[config.mk]
export PLATFORM = sky130hd
export DESIGN_NAME = max_pooling
export DESIGN_NICKNAME = d
export VERILOG_FILES = /design/src/rtl/max_pooling.sv
export SDC_FILE = /design/constraint.sdc
export NUM_CORES = 1
export LEC_CHECK = 0
export ABC_CLOCK_PERIOD_IN_PS = 2500
export BUFFER_PORTS_ARGS = -buffer_cell sky130_fd_sc_hd__buf_2
export CAP_MARGIN = 20
export CORE_UTILIZATION = 42
export CTS_CLUSTER_DIAMETER = 100
export DETAILED_ROUTE_END_ITERATION = 6
export HOLD_SLACK_MARGIN = 0.08
export PLACE_DENSITY = 0.73
export SLEW_MARGIN = 20
export SYNTH_ARGS = -nofsm -noshare
export SYNTH_HDL_FRONTEND = slang
export SYNTH_SLANG_ARGS = --single-unit
export TNS_END_PERCENT = 100
[constraint.sdc]
create_clock -name clk -period 2.5 [get_ports clk]
set_input_delay 0.25 -clock clk [delete_from_list [all_inputs] [get_ports clk]]
set_output_delay 0.25 -clock clk [all_outputs]
set_load 0.05 [all_outputs]
[src/rtl/max_pooling.sv]
// max_pooling: registered 2x2 max-pool with winning index, 1-cycle latency, optional signed compare
module max_pooling #(
  parameter int DATA_W = 4,
  parameter bit SIGNED_MODE = 0
) (
  input  logic              clk,
  input  logic              rst,
  input  logic              enable,
  input  logic [DATA_W-1:0] input1,
  input  logic [DATA_W-1:0] input2,
  input  logic [DATA_W-1:0] input3,
  input  logic [DATA_W-1:0] input4,
  output logic [DATA_W-1:0] output1,
  output logic [1:0]        max_idx,
  output logic              done
);
  // Flipping the MSB maps two's-complement order onto unsigned order
  localparam logic [DATA_W-1:0] FLIP = DATA_W'(SIGNED_MODE) << (DATA_W - 1);
  logic [DATA_W-1:0] m01, m23, res;
  logic [1:0] i01, i23, ires;
  logic g01, g23, gres;
  always_comb begin
    g01  = (input2 ^ FLIP) > (input1 ^ FLIP);
    g23  = (input4 ^ FLIP) > (input3 ^ FLIP);
    m01  = g01 ? input2 : input1;
    i01  = g01 ? 2'd1 : 2'd0;
    m23  = g23 ? input4 : input3;
    i23  = g23 ? 2'd3 : 2'd2;
    gres = (m23 ^ FLIP) > (m01 ^ FLIP);
    res  = gres ? m23 : m01;
    ires = gres ? i23 : i01;
  end
  always_ff @(posedge clk) begin
    if (rst) begin
      output1 <= '0;
      max_idx <= '0;
      done    <= 1'b0;
    end else begin
      done <= enable;
      if (enable) begin
        output1 <= res;
        max_idx <= ires;
      end
    end
  end
endmodule

==> results of run 1 <==
==> per-layer routing <==
| layer | wire (um) | GRT usage (%) | up-vias |
|---|---|---|---|
| met4 | 25 | 5.63 | 0 |
| met5 | 0 | 0 | - |
| met3 | 97 | 5.17 | 4 |
| li1 | - | - | 352 |
| met1 | 680 | 18.7 | 322 |
| met2 | 882 | 34.4 | 29 |
==> cells in the final DEF, fill, tap and decap left out, types with 2 or more instances in the layout <==
cell type / Yosys / layout
sky130_fd_sc_hd__buf_2: 0 / 22
sky130_fd_sc_hd__buf_4: 0 / 17
sky130_fd_sc_hd__inv_1: 12 / 10
sky130_fd_sc_hd__ha_1: 12 / 8
sky130_fd_sc_hd__dfxtp_1: 7 / 7
sky130_fd_sc_hd__mux2i_1: 10 / 5
sky130_fd_sc_hd__mux2i_2: 0 / 4
sky130_fd_sc_hd__or3b_2: 4 / 4
sky130_fd_sc_hd__ha_4: 0 / 4
sky130_fd_sc_hd__a21oi_1: 3 / 3
sky130_fd_sc_hd__clkbuf_4: 0 / 3
sky130_fd_sc_hd__nor2b_4: 0 / 2
sky130_fd_sc_hd__o211ai_2: 2 / 2
sky130_fd_sc_hd__a21oi_4: 2 / 2
sky130_fd_sc_hd__and4_1: 2 / 2
sky130_fd_sc_hd__nor2b_1: 2 / 2
sky130_fd_sc_hd__o221ai_2: 0 / 2
sky130_fd_sc_hd__nor2_1: 2 / 2
sky130_fd_sc_hd__o221ai_1: 4 / 2
==> registers in the layout (all words and copies together) (netlist names) <==
register	cells
done	1
output1	4
max_idx	2
==> how the worst max path moves through the flow <==
| stage | from | slack (ps) | cells past startpoint | endpoint |
|---|---|---|---|---|
| 3_3_place_gp | input3[3] | -150 | 13 | output1[0] |
| 4_1_cts | input3[3] | 20 | 13 | output1[2] |
| 2_1_floorplan | input3[3] | 80 | 12 | output1[0] |
| 3_5_place_dp | input3[3] | -210 | 13 | output1[3] |
| 5_1_grt | input3[1] | -40 | 14 | max_idx[0] |
| 6_report | input3[1] | 90 | 14 | max_idx[0] |
==> timing repair <==
| item | 4_1_cts | 5_1_grt |
|---|---|---|
| buffers inserted | 0 | 3 |
| resized for setup | 0 | 26 |
| endpoints found under the hold margin | 0 | 0 |
| endpoints found under the setup margin | 0 | 5 |
==> per-stage QoR <==
step | total power (uW) | cells | util, % | worst slack, ps | hold slack, ps
floorplan | 313 | 70 | - | 79.9 | 322
finish | 576 | 132 | 74.4 | 86.1 | 252
global placement | 398 | 125 | 61.5 | -146 | 475
CTS | 511 | 129 | 63.3 | 22.7 | 236
detailed placement | 407 | 125 | 61.5 | -214 | 486
global route | 606 | 132 | 74.4 | -39.8 | 264
==> final cells by class <==
cell class | instances | area, um^2 | share of cell area (%)
multi-input combinational | 51 | 603 | 53.8
sequential | 7 | 140 | 12.5
tap | 16 | 20.0 | 1.79
inverter | 12 | 47.5 | 4.24
clock buffer | 4 | 26.3 | 2.34
timing repair buffer | 42 | 284 | 25.3
==> kinds of logic (layout without fill, tap and decap cells) <==
| family | after synthesis | after routing | synth area share, % |
|---|---|---|---|
| multiplexers | 10 | 10 | 14.8 |
| AND/OR/NAND/NOR | 15 | 15 | 16.3 |
| AO/OA/AOI/OAI | 14 | 14 | 19.4 |
| adder cells (fa/ha/maj) | 12 | 12 | 22.2 |
| flip-flops | 7 | 7 | 20.7 |
| buffers and inverters | 12 | 58 | 6.65 |
==> power by group <==
group / total (uW) / internal (uW) / leakage [uW] / switching (uW)
Sequential: 136 / 128 / 0.0000579 / 7.40
Clock: 104 / 61.0 / 0.0000150 / 42.8
Combinational: 336 / 161 / 0.000485 / 175
==> worst max-delay path, cell delays in order <==
cell	delay (ps)
sky130_fd_sc_hd__buf_8	80
sky130_fd_sc_hd__inv_4	30
sky130_fd_sc_hd__ha_4	260
sky130_fd_sc_hd__nor2b_4	130
sky130_fd_sc_hd__o211ai_2	110
sky130_fd_sc_hd__a21oi_4	220
sky130_fd_sc_hd__mux2i_2	270
sky130_fd_sc_hd__inv_1	100
sky130_fd_sc_hd__ha_4	270
sky130_fd_sc_hd__nor2b_1	110
sky130_fd_sc_hd__o211ai_1	120
sky130_fd_sc_hd__a21oi_2	250
sky130_fd_sc_hd__mux2i_1	250
sky130_fd_sc_hd__a211oi_1	90
==> impl_metrics.yaml, run 1 <==
global_route:
  groute.usage.overall_pct: 18.0
  via_count_of_the_first_global_routing_pass: 663
  grt.overflow.total: 0
  grt_antenna_before_repair: 0
  grt_start_max_net_pins: 9
  grt_first_pass_wirelength_mm: 2.46
cts:
  cts-buffers-inserted: 3
  max-clock-path-buffers: 2
  htreeDepth: 1
  clkSinkCount: 7
  tritoncts: "built"
  clk_pin_slew_worst_paths_ps: 50
  cts-hold-fix-buffers: 0
  clock_latency_ps: 250
  cts.root.buffer_cell: "sky130_fd_sc_hd__clkbuf_4"
floorplan:
  initial_utilization_pct: 44.9
  floorplan.die_area_um2: 1780
  chipHeight_um: 42.1
  row_count: 14
  boundaryPins: 26
  floorplan.die.width_um: 42.1
  core_region_area_um2: 1510
sta:
  final_hold_viols: 0
  relSlewSlack_pct: 74.7
  timing.setup.tns_ps: 0
  timing.final.max_slew_violations: 0
  finalWorstPathRequiredPeriod_ps: 2410
  transition_time_of_the_tightest_slew_check_pin_ps: 379
  rsz0062_at_grt: "yes"
  max_clock_freq_mhz: 414
  tcrit_tclk_final_pct: 96.6
  worst_clock_skew_ps: 0
  setup_violations: 0
yosys:
  ys_top_cells_by_area: "sky130_fd_sc_hd__ha_1, sky130_fd_sc_hd__dfxtp_1, sky130_fd_sc_hd__mux2i_1"
  commonest_cells_in_the_synthesized_netlist: "sky130_fd_sc_hd__ha_1, sky130_fd_sc_hd__inv_1, sky130_fd_sc_hd__mux2i_1"
  syn-mean-instance-area_um2: 9.67
  synth.net_count: 101
  synth-seq-area-share_pct: 20.7
  synth_warnings: 0
  postSynth.topFlopCell: "sky130_fd_sc_hd__dfxtp_1"
  synth_largest_area_cell: "sky130_fd_sc_hd__ha_1"
  synth.lib_cells_used.distinct: 19
  synth.cell_area_um2: 677
  netlist_instances: 70
  synth_seq_cells: 7
  netlist.area_leader.share_pct: 22.2
  async_flop_share_pct: 0
  synth_enable_flop_cells: 0
worst_hold_path:
  hold-path-endpoint: "max_idx[0]"
  hold_path_class: "in -> reg"
  holdCritStartpoint: "rst"
  whs_path_depth: 2
place:
  io_buffer_count: 25
  post_dp_cell_area_um2: 927
  post-dp-hpwl_mm: 1.29
  routabilityCongestion: 0.781
finish:
  n_antenna_cell: 0
  finish.net_count: 148
  fillCellCount: 116
  ratio_of_cells_with_drive_above_1_in_the_final_layout_pct: 62.1
  final_area_um2: 1120
  area_delta_synth_final_pct: 65.6
outcome:
  status: "completed"
power:
  vdd_ir_drop_max_v: 0.000315
  pwr_density_cell_nw_per_um2: 514
  total_leakage_power_uw: 0.000558
setup_path:
  timing.setup.critical_path_class: "in -> reg"
  setup.reg_to_reg.worst_slack_ps: 1570
  timing.critical_path.required_ps: 2630
  critPathMaxFanout: 4
  critPathLaunchType: "primary input"
  timing.rr.start: "output1[2]"
  worst_setup_path_end_kind: "flop"
  worst-endpoint-arrival_ps: 2540
  worst-r2r-cell-count: 2
  reg2reg_end: "output1[2]"
route:
  route.detailed.drc: 0
  wl_mm: 1.69
  detail_route.iter0.violations: 12
  detail_route.wl_per_cell_um: 12.8
  detail-route-antenna-nets: 0
  routed_via_density: 5.36
  dr.pass1.iters: 4
  total_via_count_in_the_routed_design: 707
job:
  maxCapViolCount: 0
Note: power is estimated with default switching activity, not from simulation.
==> inputs of run 2 (changes only) <==
--- a/config.mk
+++ b/config.mk
@@ -5,14 +5,14 @@
 export SDC_FILE = /design/constraint.sdc
 export NUM_CORES = 1
 export LEC_CHECK = 0
-export ABC_CLOCK_PERIOD_IN_PS = 2500
+export ABC_CLOCK_PERIOD_IN_PS = 2800
 export BUFFER_PORTS_ARGS = -buffer_cell sky130_fd_sc_hd__buf_2
 export CAP_MARGIN = 20
-export CORE_UTILIZATION = 42
+export CORE_UTILIZATION = 50
 export CTS_CLUSTER_DIAMETER = 100
 export DETAILED_ROUTE_END_ITERATION = 6
 export HOLD_SLACK_MARGIN = 0.08
-export PLACE_DENSITY = 0.73
+export PLACE_DENSITY = 0.81
 export SLEW_MARGIN = 20
 export SYNTH_ARGS = -nofsm -noshare
 export SYNTH_HDL_FRONTEND = slang
==> constraint.sdc (replaced) <==
create_clock -name clk -period 2.8 [get_ports clk]
set_input_delay 0.28 -clock clk [delete_from_list [all_inputs] [get_ports clk]]
set_output_delay 0.28 -clock clk [all_outputs]
set_load 0.05 [all_outputs]
==> run 2 against run 1 <==
- first-iteration DRC count shrank 50%
- clock skew stayed put
- utilization is 1.3 points lower
- hold slack better by 4.4 ps
- sequential power fell by 12%
- largest cell class unchanged
==> impl_metrics.yaml, run 2 (same netlist as run 1, synthesis figures left out) <==
outcome:
  status: "completed"
cts:
  clock_latency_ps: 250
  max-clock-path-buffers: 2
  cts-hold-fix-buffers: 0
  clkSinkCount: 7
  cts-buffers-inserted: 3
  tritoncts: "built"
  htreeDepth: 1
  cts.root.buffer_cell: "sky130_fd_sc_hd__clkbuf_4"
  clk_pin_slew_worst_paths_ps: 50
route:
  detail_route.iter0.violations: 6
  detail-route-antenna-nets: 0
  total_via_count_in_the_routed_design: 622
  routed_via_density: 5.41
  dr.pass1.iters: 4
  wl_mm: 1.42
  route.detailed.drc: 0
  detail_route.wl_per_cell_um: 12.3
setup_path:
  worst-endpoint-arrival_ps: 2760
  critical_path.startpoint: "input3[3]"
  critPathMaxFanout: 5
  critPathLaunchType: "primary input"
  worst_setup_path_end_kind: "flop"
  timing.setup.critical_path_class: "in -> reg"
  worst-r2r-cell-count: 2
  timing.rr.start: "output1[0]"
  timing.critical_path.required_ps: 2970
  setup.reg_to_reg.worst_slack_ps: 1860
  reg2reg_end: "output1[0]"
finish:
  seq_area_um2: 140
  most-common-layout-cells: "sky130_fd_sc_hd__buf_2, sky130_fd_sc_hd__inv_1, sky130_fd_sc_hd__ha_1"
  ratio_of_cells_with_drive_above_1_in_the_final_layout_pct: 43.6
  area_delta_synth_final_pct: 28.1
  largest_reg_flops: 4
  postLayoutCoreUtil_pct: 73.1
  top_regs: "output1 (4), max_idx (2), done (1)"
  multi_input_combinational_cell_area_um2: 498
  fillCellCount: 95
  finish.net_count: 133
  final-instance-count-excl-fill: 115
  top_register: "output1"
  layout_commonest_cell: "sky130_fd_sc_hd__buf_2"
  n_antenna_cell: 0
sta:
  rsz0062_at_grt: "no"
  worst_clock_skew_ps: 0
  final_hold_viols: 0
  transition_time_of_the_tightest_slew_check_pin_ps: 259
  relSlewSlack_pct: 82.2
  max_clock_freq_mhz: 386
  finalWorstPathRequiredPeriod_ps: 2590
  setup_violations: 0
  setup_ws_ps: 211
  timing.final.max_slew_violations: 0
  tcrit_tclk_final_pct: 92.5
global_route:
  grt.overflow.total: 0
  groute.usage.overall_pct: 23.8
  via_count_of_the_first_global_routing_pass: 598
  grt_start_max_net_pins: 9
  grt_antenna_before_repair: 0
  grt_first_pass_wirelength_mm: 2.41
floorplan:
  floorplan.die.width_um: 38.8
  row_count: 12
  initial_utilization_pct: 57.1
  core_region_area_um2: 1190
  chipHeight_um: 38.8
  floorplan.die_area_um2: 1510
  boundaryPins: 26
worst_hold_path:
  whs_path_depth: 2
  holdCritStartpoint: "rst"
  hold_path_class: "in -> reg"
  hold-path-endpoint: "max_idx[0]"
place:
  pre_cts_slack_ps: -47.7
  io_buffer_count: 25
  routabilityCongestion: 0.829
  place_inst: 110
  post-dp-hpwl_mm: 1.24
power:
  pwr_density_cell_nw_per_um2: 504
  total_leakage_power_uw: 0.000463
  vdd_ir_drop_max_v: 0.000524
job:
  maxCapViolCount: 0
## run 2: cell types whose count changed in the layout (fill, tap and decap cells not counted), sizes merged
cell  before  now
buf       42   27
## run 2: layout make-up
type                            count  share of cell area (%)
Multi-Input combinational cell     51                    57.4
Sequential cell                     7                    16.2
Timing Repair Buffer               27                    16.2
Inverter                           12                    5.19
Clock buffer                        4                    3.03
Tap cell                           14                    2.02
## run 2: worst max path at each step
stage                      end  slack [ps]
finish              output1[0]         210
floorplan           output1[0]         350
CTS                 output1[1]         210
global placement    output1[3]          50
detailed placement  output1[0]         -50
global route        output1[1]          30
## run 2: metrics by stage
stage	setup TNS [ps]	power (uW)	hold slack (ps)	instance area [um^2]
2_1_floorplan	0	279	352	677
3_3_place_gp	0	330	470	827
3_5_place_dp	-186	338	478	827
4_1_cts	0	430	251	853
5_1_grt	0	469	268	867
6_report	0	437	257	867
## run 2: critical path: stages
cell                       delay (ps)
sky130_fd_sc_hd__buf_2             90
sky130_fd_sc_hd__inv_1             40
sky130_fd_sc_hd__ha_1             320
sky130_fd_sc_hd__and4_2           270
sky130_fd_sc_hd__a21oi_4          220
sky130_fd_sc_hd__mux2i_2          270
sky130_fd_sc_hd__inv_1             60
sky130_fd_sc_hd__ha_1             310
sky130_fd_sc_hd__nor2b_1          150
sky130_fd_sc_hd__o211ai_1         210
sky130_fd_sc_hd__a21oi_2          120
sky130_fd_sc_hd__nand2b_2         220
sky130_fd_sc_hd__o221ai_1         200
## run 2: layer usage
layer / GRT usage (%) / share of wire (%) / routed length (um)
met1: 27.8 / 46 / 648
met5: 0 / 0 / 0
met2: 42.1 / 48 / 687
met4: 5.17 / 0.99 / 14
met3: 6.94 / 4.9 / 69
## run 2: what timing repair did
| action | CTS | global route |
|---|---|---|
| buffers inserted | 0 | 1 |
| setup endpoints to repair | 0 | 1 |
| resized for setup | 0 | 2 |
## run 2: report_power, final
group	total, uW	switching (uW)	internal, uW	leakage (uW)
clock	91.4	37.0	54.4	0.0000150
sequential	120	5.77	115	0.0000579
combinational	225	135	90.0	0.000390
==> inputs of run 3 (changes only) <==
--- a/config.mk
+++ b/config.mk
@@ -5,12 +5,13 @@
 export SDC_FILE = /design/constraint.sdc
 export NUM_CORES = 1
 export LEC_CHECK = 0
-export ABC_CLOCK_PERIOD_IN_PS = 2800
+export ABC_CLOCK_PERIOD_IN_PS = 3200
 export BUFFER_PORTS_ARGS = -buffer_cell sky130_fd_sc_hd__buf_2
 export CAP_MARGIN = 20
 export CORE_UTILIZATION = 50
 export CTS_CLUSTER_DIAMETER = 100
 export DETAILED_ROUTE_END_ITERATION = 6
+export GPL_TIMING_DRIVEN = 0
 export HOLD_SLACK_MARGIN = 0.08
 export PLACE_DENSITY = 0.81
 export SLEW_MARGIN = 20
==> constraint.sdc (replaced) <==
create_clock -name clk -period 3.2 [get_ports clk]
set_input_delay 0.32 -clock clk [delete_from_list [all_inputs] [get_ports clk]]
set_output_delay 0.32 -clock clk [all_outputs]
set_load 0.05 [all_outputs]
==> run 3 against run 2 <==
- global-route usage decreased by 2.9 points
- worst setup slack improved by 360 ps
- design area decreased by 2.5%
- clock power decreased by 14%
- hold slack improved by 49 ps
- critical endpoint is now output1[2]
==> impl_metrics.yaml, run 3 (same netlist as run 1, synthesis figures left out) <==
sta:
  tcrit_tclk_final_pct: 82.2
  setup_ws_ps: 569
  finalWorstPathRequiredPeriod_ps: 2630
  timing.setup.tns_ps: 0
  max_clock_freq_mhz: 380
  worst_clock_skew_ps: 0
  transition_time_of_the_tightest_slew_check_pin_ps: 266
  rsz0062_at_grt: "no"
  final_hold_viols: 0
  timing.final.max_slew_violations: 0
  relSlewSlack_pct: 81.8
  setup_violations: 0
floorplan:
  floorplan.die.width_um: 38.8
  core_region_area_um2: 1190
  boundaryPins: 26
  chipHeight_um: 38.8
  row_count: 12
  initial_utilization_pct: 57.1
  floorplan.die_area_um2: 1510
route:
  routed_via_density: 5.42
  detail_route.iter0.violations: 0
  detail_route.wl_per_cell_um: 11.6
  dr.pass1.iters: 1
  detail-route-antenna-nets: 0
  total_via_count_in_the_routed_design: 612
  wl_mm: 1.31
  route.detailed.drc: 0
setup_path:
  timing.critical_path.required_ps: 3310
  timing.critical_path.slowest_stage_cell: "sky130_fd_sc_hd__ha_1"
  worst-endpoint-arrival_ps: 2740
  critPathMaxFanout: 5
  cp_cell_sequence: "buf_2 > inv_1 > ha_1 > and4_2 > a21oi_4 > mux2i_1 > inv_1 > ha_1 > nor2b_1 > o211ai_1 > a21oi_2 > nand2b_1 > o221ai_1"
  timing.setup.critical_path_class: "in -> reg"
  critPathLaunchType: "primary input"
  worst_setup_path_end_kind: "flop"
  critPathMaxStageDelay_ps: 330
place:
  pre_cts_slack_ps: 317
  post_dp_cell_area_um2: 820
  post-dp-hpwl_mm: 1.15
  io_buffer_count: 25
  place_inst: 109
  routabilityCongestion: 0.798
power:
  total_leakage_power_uw: 0.000454
  vdd_ir_drop_max_v: 0.000475
  share_of_power_burned_in_combinational_logic_pct: 49.9
  relative_contribution_of_sequential_cells_to_total_power_pct: 28.7
  power.share.clock_pct: 21.3
  p_switching_uw: 149
  power.switching_fraction_pct: 40.7
  pwr_density_cell_nw_per_um2: 433
  internal-power_uw: 217
cts:
  tritoncts: "built"
  post_cts_setup_buffer_count: 0
  cts-buffers-inserted: 3
  htreeDepth: 1
  cts_resized: 0
  clkSinkCount: 7
  clock_latency_ps: 250
  clk_pin_slew_worst_paths_ps: 50
  cts.root.buffer_cell: "sky130_fd_sc_hd__clkbuf_4"
  max-clock-path-buffers: 2
  cts-hold-fix-buffers: 0
finish:
  finish.net_count: 131
  layout_commonest_cell: "sky130_fd_sc_hd__buf_2"
  top_register: "output1"
  largest_reg_flops: 4
  area_delta_synth_final_pct: 25.0
  multi_input_combinational_cell_area_um2: 492
  final-instance-count-excl-fill: 113
  n_antenna_cell: 0
  most-common-layout-cells: "sky130_fd_sc_hd__buf_2, sky130_fd_sc_hd__inv_1, sky130_fd_sc_hd__ha_1"
  seq_area_um2: 140
  fillCellCount: 97
  ratio_of_cells_with_drive_above_1_in_the_final_layout_pct: 40.4
  final_area_um2: 846
  top_regs: "output1 (4), max_idx (2), done (1)"
global_route:
  via_count_of_the_first_global_routing_pass: 568
  groute.usage.overall_pct: 20.9
  grt_antenna_before_repair: 0
  grt_first_pass_wirelength_mm: 2.19
  grt.overflow.total: 0
  grt_start_max_net_pins: 9
outcome:
  status: "completed"
job:
  maxCapViolCount: 0
worst_hold_path:
  hold_path_class: "in -> reg"
-- run 3: cell types whose count changed in the layout (fill, tap and decap cells not counted), sizes merged --
cell | previous run | this run
buf | 27 | 25
-- run 3: worst paths after layout --
check	startpoint	end	slack (ps)	cells after the start
max	input3[3]	output1[2]	570	13
min	rst	max_idx[0]	310	2
max reg2reg	output1[3]	output1[3]	2260	2
min reg2reg	max_idx[0]	max_idx[0]	480	2
-- run 3: area by class of cell --
cell class	count	share of cell area, %
inverter	12	5.33
timing repair buffer	25	14.8
multi-input combinational	51	58.1
clock buffer	4	3.11
tap	14	2.07
sequential	7	16.6
-- run 3: power by group through the flow --
stage / combinational (uW) / sequential, uW / clock, uW
floorplan: 92.4 / 152 / 0
global placement: 179 / 106 / 0
detailed placement: 183 / 107 / 0
CTS: 184 / 105 / 79.7
global route: 200 / 107 / 84.3
finish: 183 / 105 / 78.2
-- run 3: metal layers --
metal	part of all wire (%)	track usage (%)	wire length [um]
met5	0	0	0
met4	0	0	0
met3	6.6	6.36	86
met2	50	40.8	660
met1	43	23.0	565
-- run 3: worst max-delay path: cells and delay by family --
kind            cells  cell delay, ps
compound gates      4             680
fa+ha+maj           2             620
buf+inv             3             210
mux                 1             330
simple gates        3             600
-- run 3: metrics by stage --
step | utilization, % | hold slack (ps) | total power, uW
2_1_floorplan | - | 392 | 244
3_3_place_gp | 69.1 | 469 | 286
3_5_place_dp | 69.1 | 475 | 290
4_1_cts | 71.3 | 299 | 369
5_1_grt | 71.3 | 314 | 391
6_report | 71.3 | 306 | 366
